[config.mk]
export PLATFORM = sky130hd
export DESIGN_NAME = seg_scan
export DESIGN_NICKNAME = d
export VERILOG_FILES = /design/src/rtl/seg_scan.sv
export SDC_FILE = /design/constraint.sdc
export NUM_CORES = 1
export LEC_CHECK = 0
export CAP_MARGIN = 20
export CORE_ASPECT_RATIO = 2
export CORE_UTILIZATION = 55
export CTS_CLUSTER_DIAMETER = 40
export DETAILED_ROUTE_END_ITERATION = 6
export HOLD_SLACK_MARGIN = 0.1
export PLACE_DENSITY_LB_ADDON = 0.25
export SETUP_SLACK_MARGIN = 0.15
export SLEW_MARGIN = 40
export SYNTH_ARGS = -nofsm -noshare
export SYNTH_HDL_FRONTEND = slang
export SYNTH_HIERARCHICAL = 1
export SYNTH_SLANG_ARGS = --single-unit
[constraint.sdc]
create_clock -name clk -period 4 [get_ports clk]
set_clock_uncertainty 0.05 [all_clocks]
set_input_delay 1.2 -clock clk [delete_from_list [all_inputs] [get_ports clk]]
set_output_delay 1.2 -clock clk [all_outputs]
set_load 0.02 [all_outputs]
[src/rtl/seg_scan.sv]
// seg_scan: scan driver for an 8-digit 7-segment display.
// Holds a 32-bit shadow value and steps through its eight nibbles at a
// programmable rate. Each nibble goes to an external hex decoder as a 5-bit
// code, and the decoder's segment map comes back to be registered onto the
// pins together with the matching active-low anode.
// Optional feature: define SEG_SCAN_LZS_EN for leading-zero suppression.

// Per-digit code former: passes the nibble through, or forces the blank code.
module seg_lane (
  input  logic [3:0] nib,
  input  logic       sup,
  output logic [4:0] code
);
  assign code = sup ? 5'd31 : {1'b0, nib};
endmodule

module seg_scan #(
  parameter int CLK_DIV = 100000
) (
  input  logic        clk,
  input  logic        rst,
  input  logic [31:0] data,
  input  logic        load,
  input  logic [7:0]  blank,
  output logic [4:0]  digit,
  input  logic [6:0]  map,
  output logic [7:0]  an,
  output logic [6:0]  seg
);
  localparam int NUM_DIG = 8;
  localparam int NIB_W   = 4;
  localparam int CODE_W  = 5;
  // The prescaler keeps at least one bit so that CLK_DIV=1 still elaborates.
  localparam int PCW     = (CLK_DIV > 1) ? $clog2(CLK_DIV) : 1;
  localparam logic [PCW-1:0] PC_MAX = PCW'(CLK_DIV - 1);

  logic [NUM_DIG-1:0][NIB_W-1:0]  shd;
  logic [NUM_DIG-1:0][CODE_W-1:0] code;
  logic [NUM_DIG-1:0]             sup;
  logic [PCW-1:0]                 pc;
  logic                           tick;
  logic [2:0]                     idx;
  logic [2:0]                     idx1;
  logic                           vld1;

  assign tick = (pc == PC_MAX);

`ifdef SEG_SCAN_LZS_EN
  // Digit k (k>=1) goes dark when it and every digit to its left are zero.
  // Digit 0 is never suppressed, so a zero value still shows "0".
  for (genvar k = 0; k < NUM_DIG; k++) begin : g_lzs
    if (k == 0) begin : g_d0
      assign sup[k] = blank[k];
    end else begin : g_dk
      assign sup[k] = blank[k] | ~|shd[NUM_DIG-1:k];
    end
  end
`else
  assign sup = blank;
`endif

  seg_lane u_lane [NUM_DIG-1:0] (
    .nib  (shd),
    .sup  (sup),
    .code (code)
  );

  // Shadow register: capture the display value on load.
  always_ff @(posedge clk or posedge rst) begin
    if (rst)       shd <= '0;
    else if (load) shd <= data;
  end

  // Slot prescaler and scan index; idx advances once per CLK_DIV cycles.
  always_ff @(posedge clk or posedge rst) begin
    if (rst) begin
      pc  <= '0;
      idx <= '0;
    end else if (tick) begin
      pc  <= '0;
      idx <= idx + 3'd1;
    end else begin
      pc  <= pc + 1'b1;
    end
  end

  // Stage 1: select the current digit's code for the decoder, every cycle.
  always_ff @(posedge clk or posedge rst) begin
    if (rst) begin
      digit <= 5'd31;
      idx1  <= '0;
      vld1  <= 1'b0;
    end else begin
      digit <= code[idx];
      idx1  <= idx;
      vld1  <= 1'b1;
    end
  end

  // Stage 2: anode and segments register on the same edge so that they stay
  // matched. The anode is held off until stage 1 has carried a real digit.
  always_ff @(posedge clk or posedge rst) begin
    if (rst) begin
      an  <= 8'hFF;
      seg <= 7'h7F;
    end else begin
      an  <= vld1 ? ~(8'b1 << idx1) : 8'hFF;
      seg <= ~map;
    end
  end
endmodule
# == After elaboration in Yosys (flattened, before gate mapping) ==
# Cells that the tools add are included.
# Widths: inputs -> output; s select.
# op_classes
n_shift,1
n_bitwise,2
n_lt_le_gt_ge,1
n_mul,0
n_reduce_logical,0
muxes,12
n_addsub,2
div,0
n_eq_ne,1
# op_table
cell,count
$mux 5,9
$add 17x1->17 const B,1
$eq 17x17->1 const B,1
$mux 17,1
$bmux 5 s3,1
$mux 8,1
$not 8->8,1
$shl 1x3->8 const A,1
$not 7->7,1
$lt 3x4->1 const B,1
$add 3x1->3 const B,1
# totals
romBits,0
reg_bits,76
latch_bits,0
output_inout_bits,20
inputBits,50
ram_bits,0
memories,0

# == Logic depth before layout (Yosys ltp) ==
# depth
ltp_word,3
mapped_depth,5
ltp_nobuf,5

# == Hierarchy ==
# Netlist, hierarchy kept.
# modules_own_cells
mod,instances,cells_each,area_each_um2
seg_scan,1,216,3204.3
seg_lane,8,5,32.5

# == Worst setup path after synthesis ==
# Ideal clock, no wire load.
# synth_path
path_type,input-to-reg
from,input blank[5]
to,register digit[0]
path_stages,3
t_arrival_ps,2134
t_required_ps,3868
setup_ps,82
setup_slack_ps,1734
cell_sequence,or2_1 -> mux4_1 -> mux2_2
# synth_between
elab_chain_cells,3
# synth_lines
element,line,source
"start, declared",24,"input logic [7:0] blank,"
$mux 5,14,"assign code = sup ? 5'd31 : {1'b0, nib};"
$bmux 5 s3,94,digit <= code[idx];
$mux 5 (implied by the code),94,
"end signal, assigned",94,
"end, declared",25,"output logic [4:0] digit,"
# No other way between the ends. The select of a mux whose other input is x is not followed.
# A chain may end at the register's enable or synchronous reset.

# == Final worst setup path ==
# layout_path
from,register digit[1]
to,output digit[1]
# No word-level cell between the ends.

==> flow_metrics.tcl <==
set metrics [dict create \
    synth_nets 308 \
    drt-initial-drc-count 98 \
    synthCells 256 \
    vias_per_cell 5.33 \
    synth_ff_type "dfrtp_1" \
    drv_slew 0 \
    area_growth_pct 31.0 \
    yosys.area.top_type_share 0.404 \
    worst-path-buf-inv 1 \
    synth_top_area_cell "dfrtp_1" \
    tightest_slew_ps 671 \
    avgSynthCellArea_um2 13.5 \
    synth_top_family_by_area "multiplexers" \
    yosys.area_share.adder 0.00722 \
    cts.sinks 76 \
    crit_family "buffers and inverters" \
    async_reset_ff_frac 1.00 \
    final.period_utilization 0.684 \
    dp_hpwl_um 4790 \
    finalSetupTns_ps 0 \
    clock.fmax_mhz 365 \
    synth_seq_area_share 0.556 \
    cts.path.max_buffers 2 \
    ff_latch_area_um2 1930 \
    die_width_um 58.1 \
    track_usage 0.240 \
    htree_levels 3 \
    synth_xor_area_frac 0.0379 \
    slowest_stage "clkdlybuf4s50_1" \
    die_area_um2 6640 \
    hp-class "flop to flop" \
    cp.required_ps 2750 \
    end_kind "output pin" \
    synth_compound_area_frac 0.00289 \
    met2_usage 0.432 \
    outcome "finished clean" \
    mostFrequentLayoutCell "clkdlybuf4s50_1" \
    drcViolationCount 0 \
    antenna_found_initial 0 \
    layout.nets 375 \
    final_hold_viol_count 0 \
    yosysUniqueCellTypes 35 \
    num-fill-cells 392 \
    firstDrtPassIters 4 \
    critPathMaxStageDelay_ps 620 \
    place_congestion 0.820 \
    synth-simple-area-share 0.158 \
    clock_latency_ps 340 \
    synth-edff-count 0 \
    die_h_um 114 \
    finalCriticalPeriod_ps 2740 \
    final_cell_mix "clkdlybuf4s50_1 (69), dfrtp_1 (56), mux2_2 (35)" \
    power_density_nw_per_um2 425 \
    wirelength_um 6770 \
    pre_cts_slack_ps 1060 \
    clkSlewWorstSetupHoldPaths_ps 60 \
    grt_use_met3 0.0655 \
    n_antenna_cell 0 \
    cts_inserted_buffers 9 \
    rsz0062_at_grt "false" \
    io_buffer_count 69 \
    root_buffer "clkbuf_16" \
    maxSlewHeadroom 0.552 \
    cts_tree "built" \
    gr-total-overflow 0 \
    crit_chain "clkdlybuf4s50_1" \
    layout_setup_ws_ps 1260 \
    io_pins 70 \
    total_power_mw 1.93 \
    vdd_drop_max_uv 339 \
    cts-resized-gates 0 \
    synth_area_leaders "dfrtp_1 (40%), dfstp_2 (15%), mux2_2 (11%)" \
    synth_seq_cells 76 \
    post_cts.repair.setup_buffers 0 \
    num_vias 2197 \
    yosysWarnings 6 \
    grt_use_met1 0.235 \
    setup_violations 0 \
    cap_viol_max_count 0 \
    grt_pass1_wl_um 11300 \
    crit_arrival_ps 1490 \
    multi_input_area_um2 1410 \
    ant_nets 0 \
    critPathKind "flop to output pin" \
    grt_pass1_vias 2355 \
    initial_core_util 0.572 \
    crit_path_max_fanout 1 \
    synthMuxAreaShare 0.199 \
    power_leakage_nw 1.85 \
    grt_busiest_layer "met2" \
    rows 40 \
    synth_area_um2 3460 \
    cp-start-kind "flop" \
    drive_above_1_share 0.241 \
    wl_per_cell_um 16.4 \
    cts_hold_buf 0 \
    grt_max_degree 47 \
    coreArea_um2 6060 \
]
-- report_power, final --
part	switching [mW]	leakage, nW	total [mW]	internal (mW)
clock network	0.321	0.172	0.919	0.598
registers	0.0206	0.903	0.837	0.816
logic	0.0640	0.777	0.172	0.108
total	0.405	1.85	1.93	1.52
-- logic make-up after synthesis --
kind of cell	count (synthesis)
simple gates	88
fa+ha+maj	2
other cells	1
compound gates	2
mux	48
buf+inv	24
xor+xnor	15
flops	76
-- registers in the layout, summed over array words and instances (netlist names) --
signal	flops
pc	17
an	8
idx	3
vld1	1
seg	7
shd	32
digit	5
idx1	3
-- synth_stat cells, types with 2 or more instances --
master / n
and4_1: 2
buf_2: 3
buf_4: 8
clkbuf_1: 2
dfrtp_1: 56
dfstp_2: 20
ha_1: 2
inv_1: 9
mux2_1: 2
mux2_2: 35
mux4_1: 10
nand2_1: 13
nand3_1: 10
nand4_1: 6
nor2_1: 8
nor2b_1: 3
nor3_1: 4
nor4b_2: 2
or2_1: 32
xnor2_1: 11
xor2_1: 4
-- final cells by class --
| type | count | area share |
|---|---|---|
| Timing Repair Buffer | 71 | 0.158 |
| Tap cell | 84 | 0.0232 |
| Inverter | 9 | 0.00744 |
| Clock buffer | 13 | 0.0670 |
| Clock inverter | 3 | 0.00992 |
| Sequential cell | 76 | 0.424 |
| Multi-Input combinational cell | 156 | 0.310 |
-- metal layers --
metal | part of all wire | routed length, µm
met1 | 0.33 | 2270
met2 | 0.60 | 4060
met3 | 0.032 | 214
met4 | 0.035 | 235
met5 | 0 | 0
-- worst reg2reg max path, stage by stage, from the launching register on --
cell     delay [ps]
dfrtp_1         730
mux4_1          700
mux2_2          290
-- per-stage QoR --
stage	area, µm²	cells	hold WS, ps	util
3_3_place_gp	4190	396	423	0.692
6_report	4540	412	431	0.750
2_1_floorplan	3460	256	302	-
4_1_cts	4540	412	429	0.750
3_5_place_dp	4190	396	427	0.692
5_1_grt	4540	412	467	0.750
-- path summary, 6_finish.rpt --
| kind | start | endpoint | slack, ps | depth (start not counted) |
|---|---|---|---|---|
| setup / recovery | digit[1] | digit[1] | 1260 | 1 |
| hold / removal | idx1[0] | an[3] | 430 | 1 |
| setup reg to reg | idx[0] | digit[1] | 2160 | 2 |
| hold reg to reg | idx1[0] | an[3] | 430 | 1 |
| max in group asynchronous | rst | digit[3] | 1930 | 3 |
| min in group asynchronous | rst | shd[26] | 1220 | 2 |
Note: power is estimated with default switching activity, not from simulation.
